[src/rtl/module_bus_interconect_if.sv]
// Bus bundle between the core data port, the interconnect and the peripheral slots.
// master: core + peripherals (drive requests and slot responses); slave: the interconnect.
interface module_bus_interconect_if #(
  parameter int N_SLV = 8,
  parameter int AW    = 32,
  parameter int DW    = 32
);
  logic                req_i;
  logic                we_i;
  logic [AW-1:0]       addr_i;
  logic [DW-1:0]       wdata_i;
  logic [DW-1:0]       rdata_o;
  logic                ack_o;
  logic                err_o;
  logic [N_SLV-1:0]    sel_o;
  logic [N_SLV-1:0]    we_o;
  logic [AW-1:0]       addr_o;
  logic [DW-1:0]       wdata_o;
  logic [N_SLV*DW-1:0] rdata_i;
  logic [N_SLV-1:0]    ack_i;

  modport master (
    output req_i, we_i, addr_i, wdata_i, rdata_i, ack_i,
    input  rdata_o, ack_o, err_o, sel_o, we_o, addr_o, wdata_o
  );

  modport slave (
    input  req_i, we_i, addr_i, wdata_i, rdata_i, ack_i,
    output rdata_o, ack_o, err_o, sel_o, we_o, addr_o, wdata_o
  );
endinterface

[src/rtl/module_bus_interconect.sv]
// Registered address-decoding interconnect from the core data port to N_SLV peripheral slots.
// Optional hung-slave timeout is built only when BUS_TIMEOUT_EN is defined.
//
// state    | meaning
// ---------+---------------------------------------------------------------
// S_IDLE   | waiting for req_i; decodes and latches the request
// S_ACCESS | one-hot select held on the hit slot until its ack (or timeout)
// S_RESP   | ack_o strobe; unmapped requests spend one extra cycle here first
module module_bus_interconect #(
  parameter int                  N_SLV    = 8,
  parameter int                  AW       = 32,
  parameter int                  DW       = 32,
  parameter logic [N_SLV*AW-1:0] SLV_BASE = '0,
  parameter logic [N_SLV*AW-1:0] SLV_MASK = '0,
  parameter int                  TIMEOUT  = 255
) (
  input logic                     clk_i,
  input logic                     rst_i,
  module_bus_interconect_if.slave bus
);

  if (N_SLV < 1 || N_SLV > 16) begin : g_bad_nslv
    $error("N_SLV must be in 1..16");
  end
  if (TIMEOUT < 1) begin : g_bad_timeout
    $error("TIMEOUT must be at least 1");
  end

  typedef enum logic [1:0] {S_IDLE, S_ACCESS, S_RESP} state_t;

  state_t           r_state, w_state_nxt;
  logic [N_SLV-1:0] r_sel, w_sel_nxt;
  logic [N_SLV-1:0] r_we_o, w_we_o_nxt;
  logic             r_we, w_we_nxt;
  logic [AW-1:0]    r_addr, w_addr_nxt;
  logic [DW-1:0]    r_wdata, w_wdata_nxt;
  logic [DW-1:0]    r_rdata, w_rdata_nxt;
  logic             r_ack, w_ack_nxt;
  logic             r_err, w_err_nxt;
  logic             r_err_pend, w_err_pend_nxt;

  logic             w_hit;
  logic [N_SLV-1:0] w_hit_oh;
  logic             w_slv_ack;
  logic [DW-1:0]    w_slv_rdata;
  logic             w_tmo_hit;

`ifdef BUS_TIMEOUT_EN
  localparam int CW = $clog2(TIMEOUT + 1);
  logic [CW-1:0] r_tmo_cnt, w_tmo_cnt_nxt;
  assign w_tmo_hit = (r_tmo_cnt == CW'(TIMEOUT));
`else
  assign w_tmo_hit = 1'b0;
`endif

  // Scan high to low so the lowest matching slot is the one left standing.
  always_comb begin
    w_hit    = 1'b0;
    w_hit_oh = '0;
    for (int i = N_SLV - 1; i >= 0; i--) begin
      if ((bus.addr_i & SLV_MASK[i*AW +: AW]) == SLV_BASE[i*AW +: AW]) begin
        w_hit       = 1'b1;
        w_hit_oh    = '0;
        w_hit_oh[i] = 1'b1;
      end
    end
  end

  always_comb begin
    w_slv_ack   = |(bus.ack_i & r_sel);
    w_slv_rdata = '0;
    for (int i = 0; i < N_SLV; i++) begin
      if (r_sel[i]) w_slv_rdata |= bus.rdata_i[i*DW +: DW];
    end
  end

  always_comb begin
    w_state_nxt    = r_state;
    w_sel_nxt      = r_sel;
    w_we_o_nxt     = r_we_o;
    w_we_nxt       = r_we;
    w_addr_nxt     = r_addr;
    w_wdata_nxt    = r_wdata;
    w_rdata_nxt    = r_rdata;
    w_ack_nxt      = 1'b0;
    w_err_nxt      = 1'b0;
    w_err_pend_nxt = r_err_pend;
`ifdef BUS_TIMEOUT_EN
    w_tmo_cnt_nxt  = r_tmo_cnt;
`endif
    case (r_state)
      S_IDLE: begin
        if (bus.req_i) begin
          w_we_nxt    = bus.we_i;
          w_addr_nxt  = bus.addr_i;
          w_wdata_nxt = bus.wdata_i;
          if (w_hit) begin
            w_state_nxt = S_ACCESS;
            w_sel_nxt   = w_hit_oh;
            w_we_o_nxt  = bus.we_i ? w_hit_oh : '0;
`ifdef BUS_TIMEOUT_EN
            w_tmo_cnt_nxt = '0;
`endif
          end else begin
            w_state_nxt    = S_RESP;
            w_err_pend_nxt = 1'b1;
          end
        end
      end
      S_ACCESS: begin
        if (w_slv_ack) begin
          w_state_nxt = S_RESP;
          w_sel_nxt   = '0;
          w_we_o_nxt  = '0;
          w_rdata_nxt = r_we ? '0 : w_slv_rdata;
          w_ack_nxt   = 1'b1;
        end else if (w_tmo_hit) begin
          w_state_nxt = S_RESP;
          w_sel_nxt   = '0;
          w_we_o_nxt  = '0;
          w_rdata_nxt = '0;
          w_ack_nxt   = 1'b1;
          w_err_nxt   = 1'b1;
        end else begin
`ifdef BUS_TIMEOUT_EN
          w_tmo_cnt_nxt = r_tmo_cnt + CW'(1);
`endif
        end
      end
      S_RESP: begin
        // Unmapped requests land here without the strobe; raise it one cycle later.
        if (r_err_pend) begin
          w_err_pend_nxt = 1'b0;
          w_rdata_nxt    = '0;
          w_ack_nxt      = 1'b1;
          w_err_nxt      = 1'b1;
        end else begin
          w_state_nxt = S_IDLE;
        end
      end
      default: w_state_nxt = S_IDLE;
    endcase
  end

  always_ff @(posedge clk_i) begin
    if (rst_i) begin
      r_state    <= S_IDLE;
      r_sel      <= '0;
      r_we_o     <= '0;
      r_we       <= 1'b0;
      r_addr     <= '0;
      r_wdata    <= '0;
      r_rdata    <= '0;
      r_ack      <= 1'b0;
      r_err      <= 1'b0;
      r_err_pend <= 1'b0;
`ifdef BUS_TIMEOUT_EN
      r_tmo_cnt  <= '0;
`endif
    end else begin
      r_state    <= w_state_nxt;
      r_sel      <= w_sel_nxt;
      r_we_o     <= w_we_o_nxt;
      r_we       <= w_we_nxt;
      r_addr     <= w_addr_nxt;
      r_wdata    <= w_wdata_nxt;
      r_rdata    <= w_rdata_nxt;
      r_ack      <= w_ack_nxt;
      r_err      <= w_err_nxt;
      r_err_pend <= w_err_pend_nxt;
`ifdef BUS_TIMEOUT_EN
      r_tmo_cnt  <= w_tmo_cnt_nxt;
`endif
    end
  end

  assign bus.sel_o   = r_sel;
  assign bus.we_o    = r_we_o;
  assign bus.addr_o  = r_addr;
  assign bus.wdata_o = r_wdata;
  assign bus.rdata_o = r_rdata;
  assign bus.ack_o   = r_ack;
  assign bus.err_o   = r_err;

endmodule
[src/flat_wrapper.sv]
// flat-port wrapper written by rule: the top's interface ports become plain ports
module module_bus_interconect_flat 
#(
  parameter int                  N_SLV    = 8,
  parameter int                  AW       = 32,
  parameter int                  DW       = 32,
  parameter logic [N_SLV*AW-1:0] SLV_BASE = '0,
  parameter logic [N_SLV*AW-1:0] SLV_MASK = '0,
  parameter int                  TIMEOUT  = 255
)
  (clk_i, rst_i, bus_req_i, bus_we_i, bus_addr_i, bus_wdata_i, bus_rdata_i, bus_ack_i, bus_rdata_o, bus_ack_o, bus_err_o, bus_sel_o, bus_we_o, bus_addr_o, bus_wdata_o);
  module_bus_interconect_if #(.N_SLV(N_SLV), .AW(AW), .DW(DW)) bus_i ();
  input logic clk_i;
  input logic rst_i;
  input wire logic [$bits(bus_i.req_i)-1:0] bus_req_i;
  input wire logic [$bits(bus_i.we_i)-1:0] bus_we_i;
  input wire logic [$bits(bus_i.addr_i)-1:0] bus_addr_i;
  input wire logic [$bits(bus_i.wdata_i)-1:0] bus_wdata_i;
  input wire logic [$bits(bus_i.rdata_i)-1:0] bus_rdata_i;
  input wire logic [$bits(bus_i.ack_i)-1:0] bus_ack_i;
  output wire logic [$bits(bus_i.rdata_o)-1:0] bus_rdata_o;
  output wire logic [$bits(bus_i.ack_o)-1:0] bus_ack_o;
  output wire logic [$bits(bus_i.err_o)-1:0] bus_err_o;
  output wire logic [$bits(bus_i.sel_o)-1:0] bus_sel_o;
  output wire logic [$bits(bus_i.we_o)-1:0] bus_we_o;
  output wire logic [$bits(bus_i.addr_o)-1:0] bus_addr_o;
  output wire logic [$bits(bus_i.wdata_o)-1:0] bus_wdata_o;
  assign bus_i.req_i = bus_req_i;
  assign bus_i.we_i = bus_we_i;
  assign bus_i.addr_i = bus_addr_i;
  assign bus_i.wdata_i = bus_wdata_i;
  assign bus_i.rdata_i = bus_rdata_i;
  assign bus_i.ack_i = bus_ack_i;
  assign bus_rdata_o = bus_i.rdata_o;
  assign bus_ack_o = bus_i.ack_o;
  assign bus_err_o = bus_i.err_o;
  assign bus_sel_o = bus_i.sel_o;
  assign bus_we_o = bus_i.we_o;
  assign bus_addr_o = bus_i.addr_o;
  assign bus_wdata_o = bus_i.wdata_o;
  module_bus_interconect #(.N_SLV(N_SLV), .AW(AW), .DW(DW), .SLV_BASE(SLV_BASE), .SLV_MASK(SLV_MASK), .TIMEOUT(TIMEOUT)) u_core (.clk_i(clk_i), .rst_i(rst_i), .bus(bus_i));
endmodule
[config.mk]
export PLATFORM = sky130hd
export DESIGN_NAME = module_bus_interconect_flat
export DESIGN_NICKNAME = d
export VERILOG_FILES = /design/src/rtl/module_bus_interconect_if.sv /design/src/rtl/module_bus_interconect.sv /design/src/flat_wrapper.sv
export SDC_FILE = /design/constraint.sdc
export NUM_CORES = 1
export LEC_CHECK = 0
export ABC_AREA = 1
export BUFFER_PORTS_ARGS = -buffer_cell sky130_fd_sc_hd__buf_2
export CAP_MARGIN = 20
export CORE_AREA = 2 2 174 176
export CTS_CLUSTER_DIAMETER = 40
export CTS_CLUSTER_SIZE = 40
export DETAILED_ROUTE_END_ITERATION = 16
export DIE_AREA = 0 0 176 178
export PLACE_DENSITY_LB_ADDON = 0.12
export SLEW_MARGIN = 40
export SYNTH_ARGS = -nofsm -noshare
export SYNTH_HDL_FRONTEND = slang
export SYNTH_SLANG_ARGS = --single-unit
[constraint.sdc]
create_clock -name clk_i -period 2.15 [get_ports clk_i]
set_input_delay 0.43 -clock clk_i [delete_from_list [all_inputs] [get_ports clk_i]]
set_output_delay 0.43 -clock clk_i [all_outputs]
set_load 0.01 [all_outputs]
==> results.toml, run 1 <==
[finish]
layout_common_cells = "buf_2 (199), nor2_1 (167), dfxtp_1 (102)"
final_common_cell = "buf_2"
drive_above_1_share = 0.314
fillCellCount = 3404
final_cells = 1129
nNetsFinal = 1070
area_growth_pct = 37.7
utilization = 0.196

[routing]
drt_pre_antenna_iters = 4
antenna_left = 0
drt_iter0_markers = 169
num_vias = 4064
viasPerCell = 3.60
drt_wl_total_um = 15500
drc = 0
avgRoutedWirePerCell_um = 13.7

[floorplan]
start_util = 0.142
die_area_um2 = 31300
ioPinCount = 446
fp.dieH_um = 178
coreArea_um2 = 29400
row_count = 63
die_w_um = 176

[sta]
finalMaxSlewViolations = 0
period_minus_slack_ns = 1.82
rsz0062_at_grt = "no"
fin_ws_ns = 0.331
clock.fmax_mhz = 550
finalHoldViolCount = 0
setup_viol = 0
finalSetupTns_ns = 0
fin_skew_ns = 0.0101
finalCritPeriodShare = 0.846
whs_ns = 0.313

[global_route]
grt.total_usage = 0.0987
grt_pass1_vias = 3939
grt_max_degree = 66
antenna_found_initial = 5
grt_pass1_wl_um = 23400
grt_overflow = 0

[synthesis]
synth_seq_cells = 102
syn_area_um2 = 4180
synth.distinct_cells = 24
syn_area_per_cell_um2 = 7.53
netlist_instances = 555
yosys_warnings = 0
synth_seq_area_share = 0.489

[run]
max-cap-violations = 0

[critical_path]
cp-start-kind = "flip-flop"
required_ns = 1.72
critical_path_arrival_ns = 1.39
crit_type = "reg -> out"
end_kind = "output pin"
crit_path_max_fanout = 34

[cts]
ctsResizeCount = 0
cts-root-buf = "clkbuf_16"
postCtsHoldBufs = 0
cts.htree.levels = 3
cts.sinks = 102
clkLatencyLatePin_ns = 0.36
clkTransAtPathRegs_ns = 0.07
cts_tree = "done"
cts_buffers = 9
post_cts_buffers = 0
cts.path.max_buffers = 2

[power]
power_density_nw_per_um2 = 1260
p_leak_uw = 0.00265
peakVddDrop_mv = 0.559

[placed_design]
dp.cells = 1112
dp_hpwl_um = 10800
place_ws_ns = 0.429
globalplace.congestion = 0.672
port_buffers = 199

[min_path]
worstHoldPathType = "in -> reg"

[status]
status = "complete, no violations"
## area by class of cell
type                       count  area, µm²  share of cell area
clock inverter                 6       70.1              0.0122
antenna                        1       2.50            0.000435
timing repair buffer         210       1120               0.194
clock buffer                  10        229              0.0398
tap                          390        488              0.0848
inverter                      11       42.5             0.00740
multi-input combinational    399       1760               0.306
sequential                   102       2040               0.355
## cell usage after synthesis (all sizes together)
master,n,area [µm²]
o21ai,67,335
nor3,1,5.00
inv,10,37.5
dfxtp,102,2040
conb,1,3.75
ha,5,62.6
buf,43,329
clkbuf,14,53.8
clkinv,1,5.00
nand2,76,328
nand4,1,6.26
nor2,168,638
a21oi,33,165
nand3,33,165
## report_power, final
group          total (µW)  switching, µW  internal, µW
Clock                1750            831           918
Sequential           2600            252          2350
Combinational        2890           1970           921
## layer usage
metal,global-route usage,vias to the layer above,wire [µm]
li1,-,2087,-
met1,0.127,1772,7190
met2,0.137,179,5980
met3,0.0575,18,2060
met4,0.0313,8,185
met5,0,-,49
## state kept, by name (all words and copies together) (netlist names)
signal	count
u_core.r_we	1
u_core.bus.we_o	1
u_core.bus.sel_o	1
u_core.bus.addr_o	32
u_core.bus.wdata_o	32
u_core.bus.rdata_o	32
u_core.bus.ack_o	1
u_core.r_state	2
## worst max-delay path, stage by stage (launching register included)
cell,delay (ns)
dfxtp_1,0.43
buf_4,0.40
buf_2,0.21
## final timing paths
path,start,to,slack [ns],cells past startpoint
min reg2reg,u_core.bus.rdata_o[4],u_core.bus.rdata_o[4],0.46,2
max reg2reg,u_core.r_state[0],u_core.bus.rdata_o[18],0.44,7
min,bus_wdata_i[1],u_core.bus.wdata_o[1],0.31,3
max,u_core.bus.sel_o[0],bus_sel_o[0],0.33,2
## metrics by stage
| stage | area (µm²) | total power, µW |
|---|---|---|
| floorplan | 4230 | 4640 |
| global placement | 5450 | 5650 |
| detailed placement | 5450 | 5630 |
| CTS | 5750 | 7460 |
| global route | 5750 | 7910 |
| finish | 5750 | 7230 |
## cell families after synthesis
family | synth area share
AOI/OAI and AO/OA | 0.120
buffers and inverters | 0.102
DFF | 0.489
adders and majority gates | 0.0150
and+or+nand+nor | 0.274
other | 0.000898
No activity file was read; power rests on OpenSTA's default activity.
==> run 2: changes to the inputs <==
--- a/config.mk
+++ b/config.mk
@@ -8,11 +8,11 @@
 export ABC_AREA = 1
 export BUFFER_PORTS_ARGS = -buffer_cell sky130_fd_sc_hd__buf_2
 export CAP_MARGIN = 20
-export CORE_AREA = 2 2 174 176
+export CORE_AREA = 2 2 171 173
 export CTS_CLUSTER_DIAMETER = 40
 export CTS_CLUSTER_SIZE = 40
 export DETAILED_ROUTE_END_ITERATION = 16
-export DIE_AREA = 0 0 176 178
+export DIE_AREA = 0 0 173 175
 export PLACE_DENSITY_LB_ADDON = 0.12
 export SLEW_MARGIN = 40
 export SYNTH_ARGS = -nofsm -noshare
==> constraint.sdc (replaced) <==
create_clock -name clk_i -period 1.6 [get_ports clk_i]
set_input_delay 0.32 -clock clk_i [delete_from_list [all_inputs] [get_ports clk_i]]
set_output_delay 0.32 -clock clk_i [all_outputs]
set_load 0.01 [all_outputs]
==> run 2 against run 1 <==
  * Combinational power grew 68%
  * Sequential share of layout area shrank 1.4 points
  * Cell area increased by 4.3%
  * Sequential power up 33%
  * First-iteration DRC count is 8.3% higher
  * Register-to-register slack got worse by 0.38 ns
  * Clock power up 37%
  * Utilization is 1.6 points higher
  * Die area fell by 3.4%
  * Global-route usage shrank 0.066 points
  * Hold slack got worse by 0.11 ns
  * Critical endpoint is now u_core.bus.rdata_o[23]
==> results.toml, run 2 (same netlist as run 1, synthesis figures left out) <==
[finish]
stdcell_area_um2 = 6000
final_common_cell = "buf_2"
drive_above_1_share = 0.341
nNetsFinal = 1082
layout_common_cells = "buf_2 (199), nor2_1 (167), dfxtp_1 (99)"
antenna_cells = 0
area_growth_pct = 43.6

[sta]
finalCritPeriodShare = 0.963
setup_viol = 0
period_minus_slack_ns = 1.54
finalSetupTns_ns = 0
clock.fmax_mhz = 649
fin_skew_ns = 0.00778
finalHoldViolCount = 0
finalMaxSlewViolations = 0
whs_ns = 0.201

[critical_path]
required_ns = 1.87
slowest_delay_ns = 0.35
r2r-end = "u_core.bus.rdata_o[23]"
crit_type = "reg -> reg"
cp_common_cell = "inv_2"
regToRegSetupSlack_ns = 0.06
end_kind = "flip-flop"
crit_path_max_fanout = 8
rr_startpoint = "u_core.r_state[0]"
critical_path_arrival_ns = 1.82
cp-start-kind = "flip-flop"
worstRegToRegCells = 8
cp_cell_sequence = "inv_2, ha_4, inv_2, nor2_4, buf_12, clkbuf_16, nand3_1, a21oi_1"
cp_slowest_cell = "dfxtp_2"

[routing]
drt_pre_antenna_iters = 4
viasPerCell = 3.65
drt_wl_total_um = 15700
drt_iter0_markers = 183
antenna_left = 0
drc = 0
avgRoutedWirePerCell_um = 13.8
num_vias = 4139

[placed_design]
place_area_um2 = 5530
dp_hpwl_um = 10800
globalplace.congestion = 0.676
port_buffers = 199

[min_path]
worstHoldPathType = "in -> reg"
worstHoldStart = "bus_wdata_i[1]"
hold_path_depth = 3
min_to = "u_core.bus.wdata_o[1]"

[floorplan]
ioPinCount = 446
row_count = 62
start_util = 0.147
coreArea_um2 = 28400
die_area_um2 = 30300
die_w_um = 173
fp.dieH_um = 175

[cts]
clkTransAtPathRegs_ns = 0.08
cts-root-buf = "clkbuf_16"
postCtsHoldBufs = 0
cts_buffers = 9
cts.path.max_buffers = 2
cts.sinks = 102
clkLatencyLatePin_ns = 0.35
cts_tree = "done"
cts.htree.levels = 3

[run]
max-cap-violations = 0

[global_route]
grt_util_met3 = 0.0516
grt_util_met2 = 0.140
grt.total_usage = 0.0980
grt_busiest_layer = "met2"
grt_pass1_vias = 3999
grt_pass1_wl_um = 23400
grt_max_degree = 51
use_met1 = 0.129
grt_overflow = 0
antenna_found_initial = 4

[status]
status = "complete, no violations"

[power]
p_int_uw = 6330
switching_share = 0.411
clkPwrFrac = 0.224
p_leak_uw = 0.00275
power_density_nw_per_um2 = 1790
peakVddDrop_mv = 0.703
power_frac_seq = 0.323
combPwrFrac = 0.453
p_switching_uw = 4410
==> run 2: power by group through the flow <==
stage	Combinational, µW	Clock (µW)	Sequential [µW]
2_1_floorplan	2450	0	3780
4_1_cts	4230	2560	3480
3_5_place_dp	4220	0	3520
6_report	4860	2400	3470
5_1_grt	5430	2640	3560
3_3_place_gp	4260	0	3510
==> run 2: worst max-delay path by stage <==
| stage | from | to | slack [ns] | depth (start not counted) |
|---|---|---|---|---|
| floorplan | u_core.r_state[0] | u_core.bus.rdata_o[0] | 0.24 | 7 |
| CTS | u_core.r_state[1] | u_core.bus.sel_o[0] | 0.03 | 7 |
| global placement | u_core.r_state[1] | u_core.bus.sel_o[0] | 0.04 | 7 |
| detailed placement | u_core.r_state[0] | u_core.bus.rdata_o[13] | 0.06 | 7 |
| finish | u_core.r_state[0] | u_core.bus.rdata_o[23] | 0.06 | 8 |
| global route | u_core.r_state[0] | u_core.bus.rdata_o[10] | -0.003 | 8 |
==> run 2: critical path: cells and delay by family (launching register included) <==
| family | cells | cell delay (ns) |
|---|---|---|
| buffers and inverters | 4 | 0.42 |
| AO/OA/AOI/OAI | 1 | 0.15 |
| AND/OR/NAND/NOR | 2 | 0.29 |
| adder cells (fa/ha/maj) | 1 | 0.26 |
| flip-flops | 1 | 0.35 |
==> run 2: per-layer routing <==
layer	up-vias	wire length, µm	share of wire
met3	17	1630	0.10
met4	8	144	0.0092
li1	2122	-	-
met5	-	57	0.0036
met2	174	6500	0.42
met1	1818	7320	0.47
==> run 2: layout make-up <==
type                    count  area [µm²]
clock inverters             6        76.3
multi-input cells         400        1820
well taps                 384         480
clock buffers              10         239
fillers                  3276       22400
inverters                  11        45.0
flip-flops and latches    102        2050
repair buffers            221        1290
==> run 2: repair_timing <==
item,in CTS,in global routing
gates cloned,0,4
setup buffers,0,2
setup endpoints to repair,1,86
pin swaps,0,8
resized for setup,2,14
==> run 2: per-stage QoR <==
stage                     power, µW  instances  utilization  setup WS [ns]
after CTS                     10300       1128        0.206         0.0331
after floorplan                6230        569            -          0.243
after detailed placement       7730       1112        0.195         0.0601
after global routing          11600       1134        0.211       -0.00308
after global placement         7770       1112        0.195         0.0415
final                         10700       1134        0.211         0.0590
==> run 3: changes to the inputs <==
--- a/config.mk
+++ b/config.mk
@@ -14,6 +14,8 @@
 export DETAILED_ROUTE_END_ITERATION = 16
 export DIE_AREA = 0 0 173 175
 export PLACE_DENSITY_LB_ADDON = 0.12
+export RECOVER_POWER = 50
+export SETUP_SLACK_MARGIN = 0.4
 export SLEW_MARGIN = 40
 export SYNTH_ARGS = -nofsm -noshare
 export SYNTH_HDL_FRONTEND = slang
==> run 3 against run 2 <==
  * Maximum frequency grew 6.7%
  * Flip-flop and latch count unchanged
  * First-iteration DRC count down 25%
  * Non-clock buffer count grew 51
  * Via count is 5.0% higher
  * Critical path depth increased by 1
  * Combinational power rose by 59%
  * Critical path type unchanged
  * Critical endpoint is now u_core.bus.rdata_o[31]
  * Largest cell class is now multi-input combinational cells
==> results.toml, run 3 (same netlist as run 1, synthesis figures left out) <==
[cts]
clkLatencyLatePin_ns = 0.35
postCtsHoldBufs = 0
cts-root-buf = "clkbuf_16"
cts_tree = "done"
clkTransAtPathRegs_ns = 0.08
cts.sinks = 102
cts_buffers = 9
cts.htree.levels = 3
cts.path.max_buffers = 2

[sta]
finalMaxSlewViolations = 0
rsz0062_at_grt = "yes"
setup_viol = 0
slew_headroom = 0.648
worst_slew_pin_slew_ns = 0.528
finalCritPeriodShare = 0.903
clock.fmax_mhz = 692
finalHoldViolCount = 0
finalSetupTns_ns = 0
fin_skew_ns = 0.00833
period_minus_slack_ns = 1.44
whs_ns = 0.198

[finish]
drive_above_1_share = 0.455
nNetsFinal = 1132
final_common_cell = "buf_2"
stdcell_area_um2 = 7440
area_growth_pct = 78.2
layout_common_cells = "buf_2 (111), nor2_1 (108), dfxtp_1 (87)"
final_cells = 1185

[power]
p_leak_uw = 0.00306
combPwrFrac = 0.566
p_switching_uw = 5480
p_int_uw = 8180
power_density_nw_per_um2 = 1840
peakVddDrop_mv = 0.482
power_frac_seq = 0.268
clkPwrFrac = 0.166
switching_share = 0.401

[placed_design]
dp_hpwl_um = 10100
port_buffers = 199
dp.cells = 1110
place_area_um2 = 5510
globalplace.congestion = 0.681

[global_route]
grt_pass1_wl_um = 25700
grt.total_usage = 0.110
grt_max_degree = 69
grt_pass1_vias = 4290
antenna_found_initial = 2
grt_overflow = 0

[status]
status = "complete, no violations"

[critical_path]
cp_slowest_cell = "dfxtp_2"
required_ns = 1.82
cp-start-kind = "flip-flop"
end_kind = "flip-flop"
slowest_delay_ns = 0.37
crit_type = "reg -> reg"
cp_cell_sequence = "inv_4, ha_4, inv_2, nor2_4, buf_12, nand2_8, clkbuf_16, nand2_1, a21oi_1"
crit_path_max_fanout = 13
critical_path_arrival_ns = 1.66

[routing]
drc = 0
drt_wl_total_um = 17400
drt_iter0_markers = 138
num_vias = 4344
antenna_left = 0
drt_pre_antenna_iters = 5
avgRoutedWirePerCell_um = 14.7
viasPerCell = 3.67

[floorplan]
die_w_um = 173
die_area_um2 = 30300
start_util = 0.147
ioPinCount = 446
fp.dieH_um = 175
coreArea_um2 = 28400
row_count = 62

[min_path]
worstHoldPathType = "in -> reg"

[run]
max-cap-violations = 0
run 3: cell types whose count changed in the layout (fill, tap and decap cells not counted), moves of 38 or more:
cell	previous run	this run
o21ai_2	0	53
clkbuf_1	0	70
nor2_1	167	108
buf_2	199	111
o21ai_0	56	4
nor2_4	1	39
run 3: power groups by stage:
stage,clock network (µW),logic [µW],registers (µW)
2_1_floorplan,0,2540,3790
3_3_place_gp,0,4300,3520
3_5_place_dp,0,4260,3530
4_1_cts,2430,6750,3520
5_1_grt,2520,8390,3740
6_report,2270,7730,3660
run 3: path summary, 6_finish.rpt:
check | cells after the start | start | to | slack [ns]
max reg2reg | 9 | u_core.r_state[1] | u_core.bus.rdata_o[31] | 0.16
min | 3 | bus_wdata_i[5] | u_core.bus.wdata_o[5] | 0.20
min reg2reg | 2 | u_core.bus.rdata_o[30] | u_core.bus.rdata_o[30] | 0.46
max | 9 | u_core.r_state[1] | u_core.bus.rdata_o[31] | 0.16
run 3: metrics by stage:
stage,setup slack (ns),total power [µW],utilization
3_3_place_gp,0.105,7820,0.194
6_report,0.156,13700,0.262
4_1_cts,0.169,12700,0.240
3_5_place_dp,0.123,7780,0.194
2_1_floorplan,0.319,6330,-
5_1_grt,0.100,14600,0.262
run 3: what timing repair did:
action / CTS / global route
setup buffers: 18 / 21
endpoints found under the setup margin: 103 / 147
cloned: 15 / 4
pin swaps: 9 / 44
gates resized for setup: 163 / 167
run 3: layer usage:
layer | track usage | routed length (µm)
met5 | 0 | 27
met4 | 0.0212 | 104
met3 | 0.0513 | 1620
met2 | 0.169 | 7620
met1 | 0.141 | 8030
run 3: cell type report:
class / instances / area [µm²]
well taps: 384 / 480
inverters: 11 / 63.8
fillers: 3241 / 21000
clock buffers: 10 / 239
diodes: 1 / 2.50
multi-input cells: 399 / 2360
clock inverters: 6 / 51.3
flip-flops and latches: 102 / 2070
repair buffers: 272 / 2170
run 3: worst max-delay path, delay by kind of cell, from the launching register on:
family / cells / cell delay [ns]
AO/OA/AOI/OAI: 1 / 0.05
adder cells (fa/ha/maj): 1 / 0.25
buffers and inverters: 4 / 0.40
flip-flops: 1 / 0.37
AND/OR/NAND/NOR: 3 / 0.23
